$ cat src/rtl/countdown_pkg.sv
// Shared definitions for the countdown timer: FSM state encoding and parameter defaults.
package countdown_pkg;

    typedef enum logic [1:0] {
        ST_IDLE  = 2'd0,
        ST_RUN   = 2'd1,
        ST_PAUSE = 2'd2,
        ST_DONE  = 2'd3
    } state_t;

    localparam int DEF_WIDTH          = 5;
    localparam int DEF_TICK_DIV       = 1;
    localparam bit DEF_AUTO_RELOAD_EN = 1'b0;

    // Wide enough for the largest supported divide ratio (255).
    localparam int PRESCALE_W = 8;

endpackage

$ cat src/rtl/tick_prescaler.sv
// Divides the tick strobe by TICK_DIV; pulse marks the tick that completes a full period.
module tick_prescaler
    import countdown_pkg::*;
#(
    parameter int TICK_DIV = DEF_TICK_DIV
) (
    input  logic clock_out,
    input  logic reset_n,
    input  logic enable,
    input  logic clear,
    input  logic tick,
    output logic pulse
);

    localparam logic [PRESCALE_W-1:0] TERMINAL = PRESCALE_W'(TICK_DIV - 1);

    logic [PRESCALE_W-1:0] phase;
    logic                  at_terminal;
    logic                  advance;

    assign at_terminal = (phase == TERMINAL);
    assign advance     = enable && tick;
    assign pulse       = advance && at_terminal;

    // Phase is only touched by clear or an enabled tick, so it holds through PAUSE.
    always_ff @(posedge clock_out or negedge reset_n) begin
        if (!reset_n) begin
            phase <= '0;
        end else if (clear) begin
            phase <= '0;
        end else if (advance) begin
            phase <= at_terminal ? '0 : phase + 1'b1;
        end
    end

endmodule

$ cat src/rtl/countdown_timer.sv
// Countdown timer with pause/resume, restart and optional auto-reload on expiry.
//   state    | meaning
//   ST_IDLE  | loaded, waiting for start
//   ST_RUN   | counting down on prescaled ticks
//   ST_PAUSE | frozen, count and prescaler phase held
//   ST_DONE  | expired, count held at 0
module countdown_timer
    import countdown_pkg::*;
#(
    parameter int WIDTH          = DEF_WIDTH,
    parameter int TICK_DIV       = DEF_TICK_DIV,
    parameter bit AUTO_RELOAD_EN = DEF_AUTO_RELOAD_EN
) (
    input  logic             clock_out,
    input  logic             reset_n,
    input  logic             tick,
    input  logic [WIDTH-1:0] load_val,
    input  logic             start,
    input  logic             pause,
    input  logic             restart,
    input  logic             auto_reload,
    output logic [WIDTH-1:0] count,
    output logic             running,
    output logic             paused,
    output logic             expired,
    output logic             done
);

    state_t           state;
    state_t           state_nxt;
    logic [WIDTH-1:0] count_nxt;
    logic             done_nxt;
    logic             reload_active;
    logic             at_zero;
    logic             presc_enable;
    logic             presc_pulse;

    assign reload_active = AUTO_RELOAD_EN && auto_reload;
    assign at_zero       = (count == '0);
    // Ticks only count in RUN when no command or pending expiry claims the cycle.
    assign presc_enable  = (state == ST_RUN) && !restart && !pause && !at_zero;

    tick_prescaler #(
        .TICK_DIV (TICK_DIV)
    ) u_prescaler (
        .clock_out (clock_out),
        .reset_n   (reset_n),
        .enable    (presc_enable),
        .clear     (restart),
        .tick      (tick),
        .pulse     (presc_pulse)
    );

    always_ff @(posedge clock_out or negedge reset_n) begin
        if (!reset_n) begin
            state <= ST_IDLE;
            count <= '0;
            done  <= 1'b0;
        end else begin
            state <= state_nxt;
            count <= count_nxt;
            done  <= done_nxt;
        end
    end

    always_comb begin
        state_nxt = state;
        count_nxt = count;
        done_nxt  = 1'b0;
        if (restart) begin
            state_nxt = ST_IDLE;
            count_nxt = load_val;
        end else begin
            case (state)
                ST_IDLE: begin
                    if (start) begin
                        state_nxt = ST_RUN;
                    end
                end
                ST_RUN: begin
                    if (pause) begin
                        state_nxt = ST_PAUSE;
                    end else if (at_zero) begin
                        // Count reached 0 on the previous edge (or RUN was entered at 0).
                        done_nxt = 1'b1;
                        if (reload_active) begin
                            count_nxt = load_val;
                        end else begin
                            state_nxt = ST_DONE;
                        end
                    end else if (presc_pulse) begin
                        count_nxt = count - 1'b1;
                    end
                end
                ST_PAUSE: begin
                    if (start) begin
                        state_nxt = ST_RUN;
                    end
                end
                ST_DONE: begin
                    if (start) begin
                        state_nxt = ST_RUN;
                        count_nxt = load_val;
                    end
                end
                default: begin
                    state_nxt = ST_IDLE;
                end
            endcase
        end
    end

    assign running = (state == ST_RUN);
    assign paused  = (state == ST_PAUSE);
    assign expired = (state == ST_DONE);

endmodule

$ cat config.mk
export PLATFORM = sky130hd
export DESIGN_NAME = countdown_timer
export DESIGN_NICKNAME = d
export VERILOG_FILES = /design/src/rtl/countdown_pkg.sv /design/src/rtl/tick_prescaler.sv /design/src/rtl/countdown_timer.sv
export SDC_FILE = /design/constraint.sdc
export NUM_CORES = 1
export LEC_CHECK = 0
export BUFFER_PORTS_ARGS = -buffer_cell sky130_fd_sc_hd__buf_2
export CORE_MARGIN = 2
export CORE_UTILIZATION = 55
export CTS_BUF_LIST = sky130_fd_sc_hd__clkbuf_8
export DETAILED_ROUTE_END_ITERATION = 10
export PLACE_DENSITY = 0.86
export SYNTH_ARGS = -nofsm -noshare
export SYNTH_HDL_FRONTEND = slang
export SYNTH_HIERARCHICAL = 1
export SYNTH_SLANG_ARGS = --single-unit
$ cat constraint.sdc
create_clock -name clock_out -period 3.19 [get_ports clock_out]
set_clock_uncertainty 0.15 [all_clocks]
set_input_delay 0.4785 -clock clock_out [delete_from_list [all_inputs] [get_ports clock_out]]
set_output_delay 0.4785 -clock clock_out [all_outputs]
set_load 0.1 [all_outputs]
==> summary by stage <==
Timing
After routing, the total negative slack on setup checks comes to 0 ns. The routed design could run at a clock period as short as 2.768 ns. The final-report setup violation count is 0. The final count of pins violating max slew was 0. The share of the clock period used by the worst path is 86.77%. Setup repair after global routing left no endpoint under its margin. The achievable clock frequency is 361.3 MHz. The worst slew slack as a fraction of its limit is 48.09%. At the pin with the least slew margin, the transition time is 0.7679 ns. The final hold violation count is 0.

Pwr
The power density of the placed cells is 519.7 nW/µm². The reported leakage power is 0.5149 nW. The power consumption is 611.2 µW. IR analysis of the VDD net gives a maximum drop of 0.4939 mV.

Logic synthesis
The number of register bits inferred by synthesis is 16. The mean post-synth cell area is 8.747 µm². The top cell type by area accounts for 40.51% of the synthesized area. The sequential-to-total area share from yosys stat is 40.51%. Ranked by instance count, the synthesized netlist is headed by 16 x sky130_fd_sc_hd__dfrtp_1, 15 x sky130_fd_sc_hd__nor2_1, 12 x sky130_fd_sc_hd__o21ai_0, 8 x sky130_fd_sc_hd__nand2_1, 6 x sky130_fd_sc_hd__inv_1. The post-synthesis cell type count is 37. The number of nets produced by synthesis is 128. After synthesis the cells add up to 988.4 µm². The post-synthesis cell type with the largest combined area is sky130_fd_sc_hd__dfrtp_1. sky130_fd_sc_hd__dfrtp_1 is the most common cell in the netlist. The top flip-flop cell by instance count after synthesis is sky130_fd_sc_hd__dfrtp_1.

For this run, the number of Yosys warnings is 6. The synthesized design contains 0 enable-type register cells. In the synthesized netlist the async set-or-reset flop fraction comes to 100.0%.

After synthesis, the cell types taking the most area are sky130_fd_sc_hd__dfrtp_1 41%, sky130_fd_sc_hd__o21ai_0 6.1%, sky130_fd_sc_hd__nor2_1 5.7%. The cell count after synthesis came out at 113.

Place
Input and output buffers added on the ports amount to 19. The final weighted congestion in routability-driven placement is 0.8194. The number of cells after detailed placement is 155.

The cell area after placement is 1111 µm². The post-DP HPWL is 1586 µm.

Detailed routing
The residual DRC count is 0. The number of antenna-violating nets in the routed design is 0. For this block, the via count after detailed routing is 949. Dividing the detail-routed wire length by the instance count gives 14.28 µm. The first routing iteration left 46 violations. For this run, the detailed router's first-pass iteration total came to 4. Using the TritonRoute via totals, the vias-per-cell ratio works out to 5.931. The total length of routed wires is 2285 µm.

Cells and area
The repair_antennas step left the layout with diodes totalling 0. The net count of the finished layout is 151. The proportion of layout cells with a drive suffix above 1 is 20.74%. The layout has 139 filler cells.

Relative to the synthesized area, the layout overhead comes to 18.99%. The sequential cell area is 400.4 µm². In the final layout, the multi-input gates occupy 554.3 µm². The final standard cell count with taps included and fillers excluded is 160.

After routing the design area is 1176 µm².

Clock tree
Post-CTS timing repair inserted 0 buffers for setup. Counting the buffers created by CTS gives 3. The clock root buffer is sky130_fd_sc_hd__clkbuf_8.

The source-to-sink clock delay at the later pin of the worst-skew pair is 0.25 ns. The clock transition at the register clock pins on the worst setup and hold paths after CTS is 0.06 ns. The number of H-tree levels is 1. TritonCTS built the clock tree.

The total number of clock tree sinks is 16. The buffer depth of the longest clock path is 2.

Worst setup path
The worst setup path is of the flip-flop to flip-flop kind. Data on the critical path arrives at its endpoint at 2.75 ns. STA classifies the critical path endpoint as a flip-flop. STA puts the critical path data required time at 3.17 ns.

The launching element type of the critical path is a flip-flop. The largest driver fanout on the critical path is 6. The worst reg-to-reg setup slack is 0.42 ns.

Floorplan
The full die area is 2153 µm². In this run the core area contains 15 standard-cell rows. Measured along the x axis, the die boundary spans 46.40 µm. The height of the die is 46.40 µm.

The total area inside the core boundary comes to 1708 µm². 21 I/O pins were placed. The effective utilization at floorplan is 57.88%.

GRT
The number of antenna violations at the first check in global routing came to 0. The met2 track demand over resource is 37.50%. For this run the aggregate overflow at the end of global routing stands at 0. The global-route usage over all layers is 23.77%. The number of global-route vias before repair is 809. For met3 alone, demand over resource in global routing was 4.706%. The first global-routing pass estimated 3588 µm of wire. The fraction of met1 tracks used by global routing is 31.31%. The global routing's busiest layer is met2. Entering global routing, the biggest net connects 17 pins.

Run status
The run finished with clean final reports.

Min path
The path type of the worst min-delay path is primary input to flip-flop.

Job
Max-cap violations in this run came to 0.
[per-stage QoR]
step / utilization [%] / hold slack, ns / setup WS [ns]
floorplan: - / 0.03291 / 0.2789
global placement: 65.05 / 0.2524 / 0.6285
detailed placement: 65.05 / 0.2603 / 0.5337
CTS: 68.86 / 0.2838 / 0.4804
global route: 68.86 / 0.2869 / 0.2353
finish: 68.86 / 0.2887 / 0.4220
[worst paths after layout]
kind / cells past startpoint / to / from
setup / recovery: 9 / count[3] / u_prescaler/phase[0]
hold / removal: 2 / state[0] / pause
setup reg to reg: 9 / count[3] / u_prescaler/phase[0]
hold reg to reg: 2 / u_prescaler/phase[7] / u_prescaler/phase[7]
max in group asynchronous: 2 / u_prescaler/phase[3] / reset_n
min in group asynchronous: 2 / u_prescaler/phase[1] / reset_n
[state kept, by name, indices dropped and copies added, names as in the netlist]
register / flops
u_prescaler/phase: 8
count: 5
done: 1
state: 2
[power by group]
group	internal (mW)	switching, mW
Combinational	0.0435	0.151
Sequential	0.216	0.0207
Clock	0.109	0.0700
Total	0.369	0.242
[layout by cell type, fill, tap and decap left out, drive strengths merged, types with 2 or more instances in the layout]
cell type / instances
a21oi: 5
a31oi: 2
and2: 2
buf: 20
clkbuf: 4
dfrtp: 16
ha: 3
inv: 6
nand2: 8
nand3: 5
nand4: 3
nor2: 15
nor2b: 4
nor3: 2
nor4b: 2
o21a: 2
o21ai: 12
xnor2: 3
xor2: 2
[final cells by class]
cell class / count / share of cell area (%)
multi-input cells: 88 / 47.13
flip-flops and latches: 16 / 34.04
repair buffers: 21 / 9.574
clock buffers: 4 / 4.681
well taps: 25 / 2.660
inverters: 6 / 1.915
[worst max-delay path: stages (launching register included)]
cell and delay, ns:
sky130_fd_sc_hd__dfrtp_1 0.44, sky130_fd_sc_hd__inv_1 0.08, sky130_fd_sc_hd__ha_1 0.13, sky130_fd_sc_hd__nor4b_1 0.44, sky130_fd_sc_hd__nand2_1 0.20, sky130_fd_sc_hd__nor2_1 0.32, sky130_fd_sc_hd__nand4bb_1 0.16, sky130_fd_sc_hd__o21ai_0 0.41
sky130_fd_sc_hd__o21ai_0 0.16, sky130_fd_sc_hd__o31a_1 0.14
[per-layer routing]
layer  vias up  share of wire [%]
li1        451                  -
met1       445                 44
met2        45                 47
met3         8                7.0
met4         0                1.7
met5         -                  0
[timing repair]
action                                 in CTS  in global routing
gates resized for setup                     0                  0
endpoints found under the hold margin      16                  0
hold buffers                                1                  0
[cells by family (layout without fill, tap and decap cells)]
logic type / Yosys count / in the layout / share of synthesized area (%)
and+or+nand+nor: 49 / 49 / 26.84
AOI/OAI and AO/OA: 30 / 30 / 20.00
DFF: 16 / 16 / 40.51
buffers and inverters: 9 / 31 / 3.417
xor gates and xnor gates: 5 / 5 / 4.431
adders and majority gates: 3 / 3 / 3.798
muxes: 1 / 1 / 1.013
No activity file was read; power rests on OpenSTA's default activity.
